===== config.mk =====
export PLATFORM = sky130hd
export DESIGN_NAME = pcs_tx_code_group
export DESIGN_NICKNAME = d
export VERILOG_FILES = /design/src/rtl/pcs_tx_code_group.sv
export SDC_FILE = /design/constraint.sdc
export NUM_CORES = 1
export LEC_CHECK = 0
export BUFFER_PORTS_ARGS = -buffer_cell sky130_fd_sc_hd__buf_2
export CORE_ASPECT_RATIO = 0.9
export CORE_MARGIN = 3
export CORE_UTILIZATION = 42
export CTS_BUF_LIST = sky130_fd_sc_hd__clkbuf_4 sky130_fd_sc_hd__clkbuf_8
export CTS_CLUSTER_SIZE = 16
export DETAILED_ROUTE_END_ITERATION = 12
export PLACE_DENSITY = 0.6
export SLEW_MARGIN = 20
export SYNTH_ARGS = -nofsm -noshare
export SYNTH_HDL_FRONTEND = slang
export SYNTH_SLANG_ARGS = --single-unit

===== constraint.sdc =====
create_clock -name GTX_CLK -period 2.6 [get_ports GTX_CLK]
set_clock_uncertainty 0.2 [all_clocks]
set_input_delay 0.65 -clock GTX_CLK [delete_from_list [all_inputs] [get_ports GTX_CLK]]
set_output_delay 0.65 -clock GTX_CLK [all_outputs]
set_load 0.03 [all_outputs]

===== src/rtl/pcs_tx_code_group.sv =====
// 1000BASE-X PCS transmit code-group generator: turns ordered-set requests into
// registered 8B/10B code-groups and tracks running disparity and slot parity.
module pcs_tx_code_group (
    input  logic       GTX_CLK,
    input  logic       mr_main_reset,
    input  logic [2:0] tx_o_set,
    input  logic [7:0] TXD,
    output logic [9:0] tx_code_group,
    output logic       tx_even,
    output logic       TX_OSET_indicate,
    output logic       tx_disparity
);
    // Handshake: tx_o_set/TXD are consumed at a rising edge only when
    // TX_OSET_indicate is high; otherwise they are ignored that cycle.

    // state names the role of the code-group currently on tx_code_group
    typedef enum logic [1:0] {GEN, IDLE_K, IDLE_D, ALIGN} state_t;
    state_t state;

    localparam logic [9:0] K28_5 = 10'b0011111010;
    localparam logic [9:0] K23_7 = 10'b1110101000;
    localparam logic [9:0] K27_7 = 10'b1101101000;
    localparam logic [9:0] K29_7 = 10'b1011101000;
    localparam logic [9:0] K30_7 = 10'b0111101000;
    localparam logic [7:0] D16_2 = 8'h50;
    localparam logic [7:0] D5_6  = 8'hC5;
    localparam logic [1:0] UNB   = 2'b11;
    localparam logic [1:0] NEU   = 2'b00;
    localparam logic [1:0] ALT   = 2'b10;

    // Returns {rd_after, abcdeifghj}. Tables hold the RD- form; {comp, flip}
    // says whether the RD+ form is the complement and whether disparity flips.
    function automatic logic [10:0] enc_data(input logic [7:0] d, input logic rd);
        logic [4:0] x;
        logic [2:0] y;
        logic       comp6, flip6, comp4, flip4, rd_mid, a7;
        logic [5:0] t6;
        logic [3:0] t4;
        x = d[4:0];
        y = d[7:5];
        {comp6, flip6, t6} = '0;
        case (x)
            5'd0:  {comp6, flip6, t6} = {UNB, 6'b100111};
            5'd1:  {comp6, flip6, t6} = {UNB, 6'b011101};
            5'd2:  {comp6, flip6, t6} = {UNB, 6'b101101};
            5'd3:  {comp6, flip6, t6} = {NEU, 6'b110001};
            5'd4:  {comp6, flip6, t6} = {UNB, 6'b110101};
            5'd5:  {comp6, flip6, t6} = {NEU, 6'b101001};
            5'd6:  {comp6, flip6, t6} = {NEU, 6'b011001};
            5'd7:  {comp6, flip6, t6} = {ALT, 6'b111000};
            5'd8:  {comp6, flip6, t6} = {UNB, 6'b111001};
            5'd9:  {comp6, flip6, t6} = {NEU, 6'b100101};
            5'd10: {comp6, flip6, t6} = {NEU, 6'b010101};
            5'd11: {comp6, flip6, t6} = {NEU, 6'b110100};
            5'd12: {comp6, flip6, t6} = {NEU, 6'b001101};
            5'd13: {comp6, flip6, t6} = {NEU, 6'b101100};
            5'd14: {comp6, flip6, t6} = {NEU, 6'b011100};
            5'd15: {comp6, flip6, t6} = {UNB, 6'b010111};
            5'd16: {comp6, flip6, t6} = {UNB, 6'b011011};
            5'd17: {comp6, flip6, t6} = {NEU, 6'b100011};
            5'd18: {comp6, flip6, t6} = {NEU, 6'b010011};
            5'd19: {comp6, flip6, t6} = {NEU, 6'b110010};
            5'd20: {comp6, flip6, t6} = {NEU, 6'b001011};
            5'd21: {comp6, flip6, t6} = {NEU, 6'b101010};
            5'd22: {comp6, flip6, t6} = {NEU, 6'b011010};
            5'd23: {comp6, flip6, t6} = {UNB, 6'b111010};
            5'd24: {comp6, flip6, t6} = {UNB, 6'b110011};
            5'd25: {comp6, flip6, t6} = {NEU, 6'b100110};
            5'd26: {comp6, flip6, t6} = {NEU, 6'b010110};
            5'd27: {comp6, flip6, t6} = {UNB, 6'b110110};
            5'd28: {comp6, flip6, t6} = {NEU, 6'b001110};
            5'd29: {comp6, flip6, t6} = {UNB, 6'b101110};
            5'd30: {comp6, flip6, t6} = {UNB, 6'b011110};
            5'd31: {comp6, flip6, t6} = {UNB, 6'b101011};
        endcase
        rd_mid = rd ^ flip6;
        {comp4, flip4, t4} = '0;
        case (y)
            3'd0: {comp4, flip4, t4} = {UNB, 4'b1011};
            3'd1: {comp4, flip4, t4} = {NEU, 4'b1001};
            3'd2: {comp4, flip4, t4} = {NEU, 4'b0101};
            3'd3: {comp4, flip4, t4} = {ALT, 4'b1100};
            3'd4: {comp4, flip4, t4} = {UNB, 4'b1101};
            3'd5: {comp4, flip4, t4} = {NEU, 4'b1010};
            3'd6: {comp4, flip4, t4} = {NEU, 4'b0110};
            3'd7: {comp4, flip4, t4} = {UNB, 4'b1110};
        endcase
        // A7 avoids a run of five equal bits across the sub-block boundary
        a7 = (y == 3'd7) && (rd_mid ? (x == 5'd11 || x == 5'd13 || x == 5'd14)
                                    : (x == 5'd17 || x == 5'd18 || x == 5'd20));
        if (a7) t4 = 4'b0111;
        return {rd_mid ^ flip4,
                (rd & comp6) ? ~t6 : t6,
                (rd_mid & comp4) ? ~t4 : t4};
    endfunction

    function automatic logic [10:0] enc_k(input logic [9:0] k_neg, input logic flips,
                                          input logic rd);
        return {rd ^ flips, rd ? ~k_neg : k_neg};
    endfunction

    always_ff @(posedge GTX_CLK) begin
        if (mr_main_reset) begin
            tx_code_group    <= K28_5;
            tx_even          <= 1'b1;
            TX_OSET_indicate <= 1'b0;
            tx_disparity     <= 1'b1;
            state            <= IDLE_K;
        end else begin
            tx_even <= ~tx_even;
            case (state)
                IDLE_K: begin
                    {tx_disparity, tx_code_group} <=
                        enc_data(tx_disparity ? D16_2 : D5_6, tx_disparity);
                    TX_OSET_indicate <= 1'b1;
                    state            <= IDLE_D;
                end
                ALIGN: begin
                    {tx_disparity, tx_code_group} <= enc_k(K28_5, 1'b1, tx_disparity);
                    TX_OSET_indicate <= 1'b0;
                    state            <= IDLE_K;
                end
                default: begin
                    TX_OSET_indicate <= (tx_o_set != 3'b000);
                    state            <= GEN;
                    case (tx_o_set)
                        3'b000: begin
                            // next slot is even when the current one is odd
                            if (!tx_even) begin
                                {tx_disparity, tx_code_group} <= enc_k(K28_5, 1'b1, tx_disparity);
                                state <= IDLE_K;
                            end else begin
                                {tx_disparity, tx_code_group} <= enc_k(K23_7, 1'b0, tx_disparity);
                                state <= ALIGN;
                            end
                        end
                        3'b001: {tx_disparity, tx_code_group} <= enc_data(TXD, tx_disparity);
                        3'b010: {tx_disparity, tx_code_group} <= enc_k(K27_7, 1'b0, tx_disparity);
                        3'b011: {tx_disparity, tx_code_group} <= enc_k(K29_7, 1'b0, tx_disparity);
                        3'b100: {tx_disparity, tx_code_group} <= enc_k(K23_7, 1'b0, tx_disparity);
                        default: {tx_disparity, tx_code_group} <= enc_k(K30_7, 1'b0, tx_disparity);
                    endcase
                end
            endcase
        end
    end
endmodule


==> flow_summary.toml <==
[routing]
drt-total-wl_microns = 4269
drt-initial-drc-count = 149
drc = 0
drtAntennaViolNets = 0
vias = 1744
viasPerCell = 5.450
drtPass1Iterations = 4
post_drt_wl_per_cell_microns = 13.34

[floorplan]
fp.coreArea_sq_um = 3810
fp-row-count = 21
dieArea_sq_um = 4866
die_h_microns = 66.48
io_pins = 26
start_util = 0.4479
die_w_microns = 73.20

[clock_tree]
cts_max_level = 1
cts_inserted_buffers = 3
cts_setup_buffers = 0
ctsResizeCount = 0
cts_sinks = 15
clk_path_buf_depth = 2
hold_buffers = 0
cts_root_buf = "clkbuf_8"
clk_latency_ns = 0.25
tritoncts = "done"
clk_pin_slew_worst_paths_ns = 0.06

[sta]
fmaxAchievable_ghz = 0.4010
worst_pin_slew_ns = 0.4419
fin_crit_ns = 2.494
rsz0062_at_grt = "false"
hold_viol_final = 0
min_period_over_period = 0.9592
setup_viol = 0
finalMaxSlewViolations = 0
slew_headroom = 0.7023
worst_hold_slack_ns = 0.3008

[synthesis]
synth_fa_ha_area_frac = 0.09531
synth-edff-count = 0
synth_common_cells = "24 x nor2_1, 19 x nand2_1, 17 x a21oi_1, 17 x o21ai_0, 15 x dfxtp_1"
synth_top_family_by_area = "compound AO/OA/AOI/OAI gates"
synth-async-reset-ratio = 0
ys_seq_area_frac = 0.1760
synth.cell_area_sq_um = 1707
synth_area_leaders = "dfxtp_1 18%, ha_1 9.5%, nor2_1 5.3%, a21oi_1 5.0%, o21ai_0 5.0%"
synth_compound_area_frac = 0.2786
ys_seq_elements = 15
syn_inst = 232
synthFlopType = "dfxtp_1"
ys_warn_count = 0
syn_avg_cell_area_sq_um = 7.356
synthXorXnorAreaFrac = 0.06158
synthSimpleGateAreaFrac = 0.2500
synth_mux_area_frac = 0.06012
yosys.area.top_type_share = 0.1760
synth.most_common_cell = "nor2_1"
syn-num-nets = 258
yosys.area.top_type = "dfxtp_1"
synth.distinct_cells = 57

[grt]
overflow = 0
grt_pass1_wl_microns = 7355
grt_pass1_vias = 1573
antenna_found_initial = 0
grt_max_degree = 22
gr-usage-all-layers = 0.1908

[setup_path]
cp-endpoint = "tx_code_group[1]"
criticalPathCategory = "in2reg"
rr_endpoint = "tx_code_group[1]"
crit_required_ns = 2.52
startpoint = "TXD[0]"
r2r-start = "tx_disparity"
worstSetupEndpointType = "register"
r2r_slack_ns = 0.36
crit_arrival_ns = 2.42
start_kind = "input port"
worstRegToRegCells = 5
crit_path_max_fanout = 4

[hold_path]
hold_path_depth = 1
hold_path_class = "reg2reg"

[layout]
area_growth_pct = 23.46
fillers = 363
final_cells = 320
nNetsFinal = 301
seq_area_sq_um = 300.3
fin_util = 0.5530
multi_input_area_sq_um = 1297
diodes = 0
design_area_sq_um = 2107
layout-drive-gt1-share = 0.2810

[power_and_ir_drop]
vdd_drop_max_uv = 291.0
leakagePower_nw = 0.9457
power_mw = 0.8795
power.density_nw_per_um2 = 417.4

[placed_design]
portBuffers = 25
place.gp.congestion = 0.8292
placed_cells = 316
placed_area_sq_um = 2054
dp_hpwl_microns = 3409

[flow_run]
drv_cap = 0

[status]
status = "completed"
-- state kept, by name, summed over array words and instances (netlist names) --
register / count
tx_code_group: 10
tx_disparity: 1
state: 2
TX_OSET_indicate: 1
tx_even: 1
-- cell type report --
type,instances,area share
Multi-Input combinational cell,187,0.6158
Timing Repair Buffer,56,0.1698
Sequential cell,15,0.1425
Tap cell,46,0.02732
Clock buffer,4,0.02316
Inverter,12,0.02138
-- power breakdown --
part / total [mW] / switching, mW / internal [mW]
logic: 0.412 / 0.233 / 0.179
clock network: 0.200 / 0.0815 / 0.119
registers: 0.267 / 0.0123 / 0.255
-- logic make-up after synthesis --
group,after synthesis
muxes,9
AOI/OAI and AO/OA,68
buffers and inverters,30
adders and majority gates,13
and+or+nand+nor,85
xor gates and xnor gates,12
DFF,15
-- metal layers --
metal,track usage,up-vias,part of all wire
met5,0,-,0
met3,0.04072,4,0.063
met2,0.2924,52,0.44
li1,-,912,-
met1,0.2713,776,0.49
met4,0.04147,0,0.0066
-- how the worst min path moves through the flow --
stage,to,slack [ns],startpoint
floorplan,state[1],0.34,state[1]
global placement,tx_even,0.28,tx_even
detailed placement,tx_even,0.29,tx_even
CTS,tx_even,0.30,tx_even
global route,tx_even,0.33,tx_even
finish,tx_even,0.30,tx_even
-- through the flow --
stage                     setup WS (ns)  TNS [ns]
after floorplan                0.001970         0
after CTS                       0.05653         0
final                            0.1060         0
after global placement          -0.1538   -0.5847
after detailed placement        -0.1707   -0.6822
after global routing            0.01208         0
-- worst max-delay path, stage by stage --
cell	delay [ns]
buf_2	0.12
buf_4	0.13
ha_1	0.22
mux2i_2	0.22
a21oi_2	0.12
a2111oi_4	0.38
buf_4	0.17
nor2_1	0.04
o41ai_1	0.36
-- cells in the final DEF, fill, tap and decap left out, types with 2 or more instances in the layout --
| cell | count |
|---|---|
| a31oi_1 | 4 |
| ha_1 | 12 |
| nor2b_1 | 2 |
| a21oi_1 | 16 |
| a221oi_1 | 2 |
| and3_1 | 3 |
| xnor2_1 | 8 |
| mux2i_2 | 2 |
| or2_2 | 2 |
| nand4b_1 | 2 |
| nand3_1 | 3 |
| o21ai_0 | 16 |
| buf_4 | 31 |
| mux2i_1 | 3 |
| o31ai_1 | 3 |
| mux2_2 | 2 |
| inv_1 | 10 |
| clkbuf_8 | 3 |
| dfxtp_1 | 15 |
| nand4_1 | 2 |
| nand2b_1 | 5 |
| nand2_1 | 19 |
| a211oi_1 | 2 |
| nor3_1 | 12 |
| nor3b_1 | 2 |
| o22ai_1 | 3 |
| buf_2 | 25 |
| xor2_1 | 4 |
| a21boi_0 | 4 |
| nor2_1 | 24 |
| nand3b_1 | 3 |
Note: power is estimated with default switching activity, not from simulation.
